<file path="config.mk">
export PLATFORM = sky130hd
export DESIGN_NAME = add_comp_sel_n
export DESIGN_NICKNAME = d
export VERILOG_FILES = /design/src/rtl/acs_pkg.sv /design/src/rtl/acs_cell.sv /design/src/rtl/add_comp_sel_n.sv
export SDC_FILE = /design/constraint.sdc
export NUM_CORES = 1
export LEC_CHECK = 0
export BUFFER_PORTS_ARGS = -buffer_cell sky130_fd_sc_hd__buf_2
export CAP_MARGIN = 10
export CORE_MARGIN = 5
export CORE_UTILIZATION = 40
export DETAILED_ROUTE_END_ITERATION = 10
export PLACE_DENSITY_LB_ADDON = 0.12
export SLEW_MARGIN = 20
export SYNTH_ARGS = -nofsm -noshare
export SYNTH_HDL_FRONTEND = slang
export SYNTH_SLANG_ARGS = --single-unit
</file>
<file path="constraint.sdc">
create_clock -name clk -period 20.8 [get_ports clk]
set_clock_uncertainty 0.05 [all_clocks]
set_input_delay 1.04 -clock clk [delete_from_list [all_inputs] [get_ports clk]]
set_output_delay 1.04 -clock clk [all_outputs]
set_load 0.005 [all_outputs]
</file>
<file path="src/rtl/acs_pkg.sv">
// Shared types and trellis helpers for the add-compare-select datapath.
package acs_pkg;

  typedef enum logic {
    ST_IDLE = 1'b0,
    ST_RUN  = 1'b1
  } acs_state_e;

  // Non-zero states start at 2^(PM_W - INIT_PM_SHIFT) so the zero state dominates.
  localparam int unsigned INIT_PM_SHIFT = 2;

  function automatic int unsigned init_metric(input int unsigned pm_w);
    return 32'(1) << (pm_w - INIT_PM_SHIFT);
  endfunction

  // Predecessor of next-state ns: {ns[m-2:0], odd}.
  function automatic int unsigned pred_idx(input int unsigned ns, input int unsigned m,
                                           input logic odd);
    int unsigned mask;
    mask = (32'(1) << m) - 32'(1);
    return ((ns << 1) & mask) | 32'(odd);
  endfunction

  // Coded pair {c0,c1} for register contents r = {u, s}.
  function automatic logic [1:0] branch_label(input logic [7:0] r, input logic [7:0] g0,
                                              input logic [7:0] g1);
    return {^(r & g0), ^(r & g1)};
  endfunction

endpackage

</file>
<file path="src/rtl/acs_cell.sv">
// One add-compare-select butterfly half: two candidate sums, pick the smaller, tie -> even.
module acs_cell
  import acs_pkg::*;
#(
  parameter int unsigned BM_W = 2,
  parameter int unsigned PM_W = 6
) (
  input  logic [PM_W-1:0] pm0_i,
  input  logic [PM_W-1:0] pm1_i,
  input  logic [BM_W-1:0] bm0_i,
  input  logic [BM_W-1:0] bm1_i,
  output logic [PM_W:0]   metric_c_o,
  output logic            dec_c_o
);

  localparam int unsigned SW = PM_W + 1;

  logic [PM_W:0] cand0;
  logic [PM_W:0] cand1;

  assign cand0      = SW'(pm0_i) + SW'(bm0_i);
  assign cand1      = SW'(pm1_i) + SW'(bm1_i);
  assign dec_c_o    = (cand1 < cand0);
  assign metric_c_o = dec_c_o ? cand1 : cand0;

endmodule

</file>
<file path="src/rtl/add_comp_sel_n.sv">
// Viterbi add-compare-select array with metric normalisation and best-state search.
// Optional feature: define ACS_NORM_EN for MSB normalisation; otherwise metrics saturate.
module add_comp_sel_n
  import acs_pkg::*;
#(
  parameter int unsigned K    = 3,
  parameter int unsigned G0   = 7,
  parameter int unsigned G1   = 5,
  parameter int unsigned BM_W = 2,
  parameter int unsigned PM_W = 6,
  localparam int unsigned NS  = 1 << (K - 1),
  localparam int unsigned M   = K - 1
) (
  input  logic              clk,
  input  logic              rst,
  input  logic              start,
  input  logic              en_add,
  input  logic [4*BM_W-1:0] bm,
  output logic [NS-1:0]     dec_out,
  output logic              dec_valid,
  output logic [M-1:0]      best_state,
  output logic [PM_W-1:0]   best_pm,
  output logic              norm_flag
);

  acs_state_e      state_q, state_d;
  logic [PM_W-1:0] pm_q [NS];
  logic [PM_W-1:0] pm_d [NS];
  logic [PM_W-1:0] pm_new [NS];
  logic [PM_W:0]   metric_c [NS];
  logic [NS-1:0]   dec_c;
  logic [NS-1:0]   dec_q, dec_d;
  logic            valid_q, valid_d;
  logic [M-1:0]    best_state_q, best_state_d;
  logic [PM_W-1:0] best_pm_q, best_pm_d;
  logic            norm_q, norm_d;
  logic            norm_hit;
  logic [M-1:0]    scan_idx;
  logic [PM_W-1:0] scan_val;

  // One ACS cell per next-state; predecessor wiring and branch labels are elaboration constants.
  for (genvar i = 0; i < NS; i++) begin : g_cell
    localparam int unsigned U  = (i >= NS / 2) ? 1 : 0;
    localparam int unsigned P0 = pred_idx(i, M, 1'b0);
    localparam int unsigned P1 = pred_idx(i, M, 1'b1);
    localparam logic [1:0]  L0 = branch_label(8'((U << M) | P0), 8'(G0), 8'(G1));
    localparam logic [1:0]  L1 = branch_label(8'((U << M) | P1), 8'(G0), 8'(G1));

    acs_cell #(
      .BM_W(BM_W),
      .PM_W(PM_W)
    ) u_cell (
      .pm0_i     (pm_q[P0]),
      .pm1_i     (pm_q[P1]),
      .bm0_i     (bm[32'(L0) * BM_W +: BM_W]),
      .bm1_i     (bm[32'(L1) * BM_W +: BM_W]),
      .metric_c_o(metric_c[i]),
      .dec_c_o   (dec_c[i])
    );
  end

  // Bound the raw ACS sums back into PM_W bits.
  always_comb begin
`ifdef ACS_NORM_EN
    logic all_msb;
    all_msb = 1'b1;
    for (int unsigned s = 0; s < NS; s++) begin
      pm_new[s] = metric_c[s][PM_W-1:0];
      all_msb   = all_msb & metric_c[s][PM_W-1];
    end
    if (all_msb) begin
      for (int unsigned s = 0; s < NS; s++) begin
        pm_new[s][PM_W-1] = 1'b0;
      end
    end
    norm_hit = all_msb;
`else
    for (int unsigned s = 0; s < NS; s++) begin
      pm_new[s] = metric_c[s][PM_W] ? '1 : metric_c[s][PM_W-1:0];
    end
    norm_hit = 1'b0;
`endif
  end

  // Smallest new metric; strict compare keeps the lowest index on ties.
  always_comb begin
    scan_idx = '0;
    scan_val = pm_new[0];
    for (int unsigned s = 1; s < NS; s++) begin
      if (pm_new[s] < scan_val) begin
        scan_val = pm_new[s];
        scan_idx = M'(s);
      end
    end
  end

  // Next-state and register-input logic.
  always_comb begin
    state_d      = state_q;
    valid_d      = 1'b0;
    norm_d       = 1'b0;
    dec_d        = dec_q;
    best_state_d = best_state_q;
    best_pm_d    = best_pm_q;
    for (int unsigned s = 0; s < NS; s++) begin
      pm_d[s] = pm_q[s];
    end

    if (start) begin
      state_d = ST_RUN;
      for (int unsigned s = 0; s < NS; s++) begin
        pm_d[s] = (s == 0) ? '0 : PM_W'(init_metric(PM_W));
      end
    end else if (state_q == ST_RUN && en_add) begin
      valid_d      = 1'b1;
      norm_d       = norm_hit;
      dec_d        = dec_c;
      best_state_d = scan_idx;
      best_pm_d    = scan_val;
      for (int unsigned s = 0; s < NS; s++) begin
        pm_d[s] = pm_new[s];
      end
    end
  end

  always_ff @(posedge clk) begin
    if (rst) begin
      state_q      <= ST_IDLE;
      valid_q      <= 1'b0;
      norm_q       <= 1'b0;
      dec_q        <= '0;
      best_state_q <= '0;
      best_pm_q    <= '0;
      for (int unsigned s = 0; s < NS; s++) begin
        pm_q[s] <= '0;
      end
    end else begin
      state_q      <= state_d;
      valid_q      <= valid_d;
      norm_q       <= norm_d;
      dec_q        <= dec_d;
      best_state_q <= best_state_d;
      best_pm_q    <= best_pm_d;
      for (int unsigned s = 0; s < NS; s++) begin
        pm_q[s] <= pm_d[s];
      end
    end
  end

  assign dec_out    = dec_q;
  assign dec_valid  = valid_q;
  assign best_state = best_state_q;
  assign best_pm    = best_pm_q;
  assign norm_flag  = norm_q;

endmodule

</file>
==> results of run 1 <==
[cells in the mapped netlist (all sizes together), types with 4 or more instances]
| cell | count | area share (%) |
|---|---|---|
| a31oi | 17 | 3.0 |
| nand3 | 19 | 2.9 |
| fa | 8 | 4.0 |
| clkbuf | 14 | 1.3 |
| a211oi | 6 | 1.1 |
| nand2 | 58 | 5.5 |
| a21oi | 44 | 5.6 |
| xor2 | 15 | 3.3 |
| xnor2 | 14 | 3.1 |
| buf | 14 | 2.5 |
| nor2 | 57 | 5.3 |
| nor3b | 5 | 1.2 |
| ha | 54 | 17 |
| nand2b | 4 | 0.62 |
| a21o | 11 | 2.1 |
| and3 | 11 | 2.0 |
| inv | 29 | 2.7 |
| o21ai | 16 | 2.1 |
| nand3b | 5 | 1.2 |
| mux2i | 11 | 3.1 |
| dfxtp | 38 | 19 |
| o31ai | 4 | 0.75 |
| nor3 | 12 | 1.5 |
| nor2b | 7 | 1.1 |
[routing by layer]
| metal | track usage [%] | share of wire (%) | vias to the layer above |
|---|---|---|---|
| met2 | 27.69 | 44 | 72 |
| met3 | 3.087 | 4.7 | 9 |
| met5 | 0 | 0 | - |
| met4 | 3.254 | 0.96 | 0 |
| met1 | 27.79 | 51 | 1650 |
| li1 | - | - | 1794 |
[worst min path at each step]
stage          startpoint  cells after the start  slack [ps]         end
2_1_floorplan     state_q                      2         400     state_q
3_3_place_gp   dec_out[0]                      2         390  dec_out[0]
3_5_place_dp   dec_out[0]                      2         400  dec_out[0]
4_1_cts        dec_out[0]                      2         410  dec_out[0]
5_1_grt        dec_out[0]                      2         430  dec_out[0]
6_report       dec_out[0]                      2         410  dec_out[0]
[cells by family after synthesis]
kind of cell / synth area share (%)
and+or+nand+nor: 23.10
AOI/OAI and AO/OA: 19.95
adders and majority gates: 21.10
buffers and inverters: 6.483
DFF: 18.95
xor gates and xnor gates: 6.328
muxes: 3.990
other: 0.09343
[area by class of cell]
cell class	instances	area, µm²
Clock buffer	6	82.58
Sequential cell	38	760.7
Clock inverter	2	12.51
Timing Repair Buffer	26	135.1
Inverter	29	108.9
Tap cell	133	166.4
Multi-Input combinational cell	413	2995
Fill cell	1028	5513
[power by group]
part | internal, mW | switching, mW | leakage [nW]
sequential | 0.0758 | 0.00356 | 0.309
combinational | 0.0912 | 0.124 | 1.57
clock | 0.0267 | 0.0287 | 0.0472
[stage by stage]
stage                     cells  utilization, %  instance area, µm²
final                       647           43.60                4262
after global routing        647           43.60                4262
after CTS                   647           43.57                4259
after detailed placement    639           42.60                4164
after global placement      639           42.60                4164
after floorplan             508               -                4014
[worst min-delay path, stage by stage, from the launching register on]
cell and delay (ps):
dfxtp_1 310, nand2_1 50, a21oi_1 50
[state kept, by name (all words and copies together) (netlist names)]
signal	count
best_pm	6
best_state	2
dec_out	4
dec_valid	1
pm_q	24
state_q	1
==> impl_metrics.toml, run 1 <==
[run_status]
status = "finished clean"

[worst_setup_path]
cp_common_cell = "ha_1"
r2r_start = "pm_q[0][0]"
path_delay_family = "compound AO/OA/AOI/OAI gates"
cp_slowest_cell = "a221oi_4"
r2r-end = "best_pm[3]"
r2r_cells = 31
cp-endpoint = "best_pm[3]"
timing.critical_path.buf_inv = 3
cp-start-kind = "input port"
reg2reg_slack_ps = 12580
crit_start = "bm[0]"
worstSetupPathType = "input port to flop"
worst-path-max-fanout = 11
critPathRequiredTime_ps = 20960
cp.arrival_ps = 8800
critPathCaptureType = "flop"
crit_cells = 32
crit_path_max_incr_delay_ps = 510

[drt]
vias = 3525
via_per_inst = 5.448
drt_wl_total_mm = 10.41
drc = 0
drtAntennaViolNets = 0
first_pass_iters = 4
wire_per_inst_um = 16.09
drt-initial-drc-count = 225

[logic_synthesis]
ys_seq_area_share_pct = 18.95
synth_seq_cells = 38
netlist_area_mm2 = 0.004014
syn-num-nets = 582
syn-instance-count = 508
synth_warnings = 0
synth.distinct_cells = 66
ys_async_sr_fraction_pct = 0
synth-main-ff-cell = "dfxtp_1"
synth-edff-count = 0
syn_area_per_cell_um2 = 7.901

[die]
die_h_um = 110.2
die_w_um = 110.2
num_rows = 36
core_mm2 = 0.009774
die-area_mm2 = 0.01214
pin_count = 26
start_util_pct = 41.07

[clock_network]
cts_buffer_depth = 2
htree_levels = 2
insertion_delay_ps = 300
postCtsSetupRepairBufs = 0
cts_root_buffer = "clkbuf_8"
cts_buffers = 5
holdBufCountCts = 0
clock-sinks = 38
path_clk_slew_ps = 80
cts_tree = "yes"
post_cts_resized = 0

[sta]
fin_crit_sh_pct = 41.52
finalSetupViolCount = 0
timing.final.ws_setup_ps = 12160
fmax_ghz = 0.1158
hold_viol_final = 0
final.setup.tns_ps = 0
min_period_ps = 8637
final_max_slew_viol_count = 0
slew_headroom_pct = 35.43
tightest_slew_ps = 965.0
rsz0062_at_grt = "no"
fin_hold_ws_ps = 408.8

[grt]
grt_usage_pct = 18.41
antenna_found_initial = 0
grt_pass1_vias = 3423
grt_pass1_wl_mm = 17.44
grt_start_max_net_pins = 32
overflow = 0

[final_layout]
final_common_cell = "nor2_1"
diodes = 0
syn_to_final_growth_pct = 6.172
nets = 587
drive_gt1_share_pct = 11.87
layout_common_cells = "57 x nor2_1, 56 x nand2_1, 54 x ha_1, 43 x a21oi_1, 38 x dfxtp_1"

[power_and_ir_drop]
p_total_mw = 0.3495
p_per_area_mw_per_mm2 = 82.00
leakage_nw = 1.928
max-vdd-ir-drop_uv = 44.99

[hold_path]
hp-class = "flop to flop"

[place]
port_buffers = 24
post-place-ws_ps = 11920
post-dp-hpwl_mm = 8.328
place_congestion = 0.9036

[job]
max-cap-violations = 0
Note: power is estimated with default switching activity, not from simulation.
==> inputs of run 2 (changes only) <==
- ABC_AREA: unset -> 1
- clock period: 20.8 -> 8 ns (I/O delays scaled with it)
==> run 2 against run 1 <==
Final cell count increased by 20%. Synthesized area increased by 2.8%. Count of clock-buffer cells in the layout unchanged. Wire length increased by 6.8%. Final area increased by 4.5%. Hold slack got worse by 89 ps. Core utilization increased by 0.11 points. Largest power group unchanged.
==> impl_metrics.toml, run 2 <==
[die]
core_mm2 = 0.01018
start_util_pct = 40.50
die_h_um = 111.6
num_rows = 37
pin_count = 26
die-area_mm2 = 0.01244
die_w_um = 111.6

[worst_setup_path]
worst-path-max-fanout = 13
crit_path_max_incr_delay_ps = 710
worstSetupPathType = "flop to flop"
cp-start-kind = "flop"
path_delay_family = "compound AO/OA/AOI/OAI gates"
timing.critical_path.buf_inv = 4
critPathCaptureType = "flop"
cp.arrival_ps = 7260
cp_slowest_cell = "a211oi_1"
critPathRequiredTime_ps = 8180

[grt]
grt_util_met1_pct = 23.45
grt_start_max_net_pins = 27
grt_pass1_vias = 3739
grt_pass1_wl_mm = 18.62
grt_use_met3_pct = 1.957
grt-busiest-layer = "met2"
antenna_found_initial = 0
overflow = 0
grt_use_met2_pct = 31.97
grt_usage_pct = 18.35

[final_layout]
nets = 712
syn_to_final_growth_pct = 7.916
fin_area_mm2 = 0.004452
layout_common_cells = "174 x nand2_1, 88 x inv_1, 54 x ha_1, 51 x nand3_1, 38 x dfxtp_1"
fin_cells = 775
regMostFlops = "pm_q"
drive_gt1_share_pct = 11.42
final_common_cell = "nand2_1"
diodes = 0
largest_register_ffs = 24
utilization_pct = 43.71

[clock_network]
insertion_delay_ps = 300
holdBufCountCts = 0
post_cts_resized = 0
cts_buffers = 5
htree_levels = 2
clock-sinks = 38
cts_tree = "yes"
cts_root_buffer = "clkbuf_8"
cts_buffer_depth = 2
postCtsSetupRepairBufs = 0
path_clk_slew_ps = 80

[logic_synthesis]
syn-num-nets = 694
synth-edff-count = 0
synth.distinct_cells = 37
syn_area_per_cell_um2 = 6.654
ys_async_sr_fraction_pct = 0
synth.top_cells.by_count = "174 x nand2_1, 88 x inv_1, 54 x ha_1"
syn-instance-count = 620
yosysTopAreaCell = "dfxtp_1"
synth_warnings = 0
synth.area.top_cells = "dfxtp_1 18%, ha_1 16%, nand2_1 16%"
synth_top_area_share_pct = 18.44
synth-main-ff-cell = "dfxtp_1"
synth.most_common_cell = "nand2_1"
ys_seq_area_share_pct = 18.44
synth_seq_cells = 38
netlist_area_mm2 = 0.004125

[place]
port_buffers = 24
post-dp-hpwl_mm = 9.286
place_congestion = 0.9070
placed_area_mm2 = 0.004357
dp_cells = 767

[sta]
min_period_ps = 7073
fin_hold_ws_ps = 319.3
hold_viol_final = 0
final_max_slew_viol_count = 0
finalSetupViolCount = 0
final.setup.tns_ps = 0
rsz0062_at_grt = "no"
slew_headroom_pct = 39.61
fin_crit_sh_pct = 88.42
tightest_slew_ps = 900.4
fmax_ghz = 0.1414

[drt]
drt_wl_total_mm = 11.12
vias = 3864
drtAntennaViolNets = 0
first_pass_iters = 4
drt-initial-drc-count = 221
via_per_inst = 4.986
drc = 0
wire_per_inst_um = 14.34

[job]
max-cap-violations = 0

[hold_path]
hp-class = "input port to flop"

[power_and_ir_drop]
p_per_area_mw_per_mm2 = 227.9
max-vdd-ir-drop_uv = 116.0
leakage_nw = 2.404

[run_status]
status = "finished clean"
run 2: per-stage QoR:
stage          worst slack (ps)  power [mW]
4_1_cts                   998.0       1.017
5_1_grt                   166.2       1.134
3_5_place_dp              821.4      0.8698
3_3_place_gp              923.2      0.8626
2_1_floorplan              1806      0.7264
6_report                  926.8       1.015
run 2: power breakdown:
group	switching (mW)	internal (mW)	leakage, nW
clock	0.0752	0.0694	0.0472
sequential	0.0122	0.203	0.310
combinational	0.439	0.216	2.05
total	0.526	0.488	2.40
run 2: worst paths after layout:
check                   from  cells past startpoint  slack [ps]          to
hold reg to reg   best_pm[3]                      2         420  best_pm[3]
hold / removal           rst                      2         320  best_pm[3]
setup / recovery  pm_q[2][0]                     33         930  best_pm[2]
setup reg to reg  pm_q[2][0]                     33         930  best_pm[2]
run 2: logic make-up (layout without fill, tap and decap cells):
logic type	count (synthesis)	after routing	synth area share (%)
AND/OR/NAND/NOR	277	277	29.57
buffers and inverters	117	136	11.10
AO/OA/AOI/OAI	99	99	15.01
adder cells (fa/ha/maj)	62	62	20.26
flip-flops	38	38	18.44
XOR/XNOR	26	26	5.520
other	1	1	0.09090
run 2: layout make-up:
cell class / instances / area, µm²
Multi-Input combinational cell: 465 / 2907
Clock buffer: 6 / 82.58
Fill cell: 1105 / 5733
Inverter: 102 / 384.1
Sequential cell: 38 / 760.7
Clock inverter: 2 / 12.51
Tap cell: 136 / 170.2
Timing Repair Buffer: 26 / 135.1
run 2: metal layers:
| metal | up-vias | routed length (µm) |
|---|---|---|
| met5 | - | 0 |
| met4 | 0 | 303 |
| met3 | 21 | 307 |
| met2 | 59 | 5364 |
| met1 | 1742 | 5139 |
| li1 | 2042 | - |
run 2: worst reg2reg max path: cells and delay by family (launching register included):
| family | cells | cell delay (ps) |
|---|---|---|
| AOI/OAI and AO/OA | 9 | 2800 |
| adders and majority gates | 6 | 1830 |
| buffers and inverters | 4 | 310 |
| DFF | 1 | 360 |
| and+or+nand+nor | 14 | 1650 |
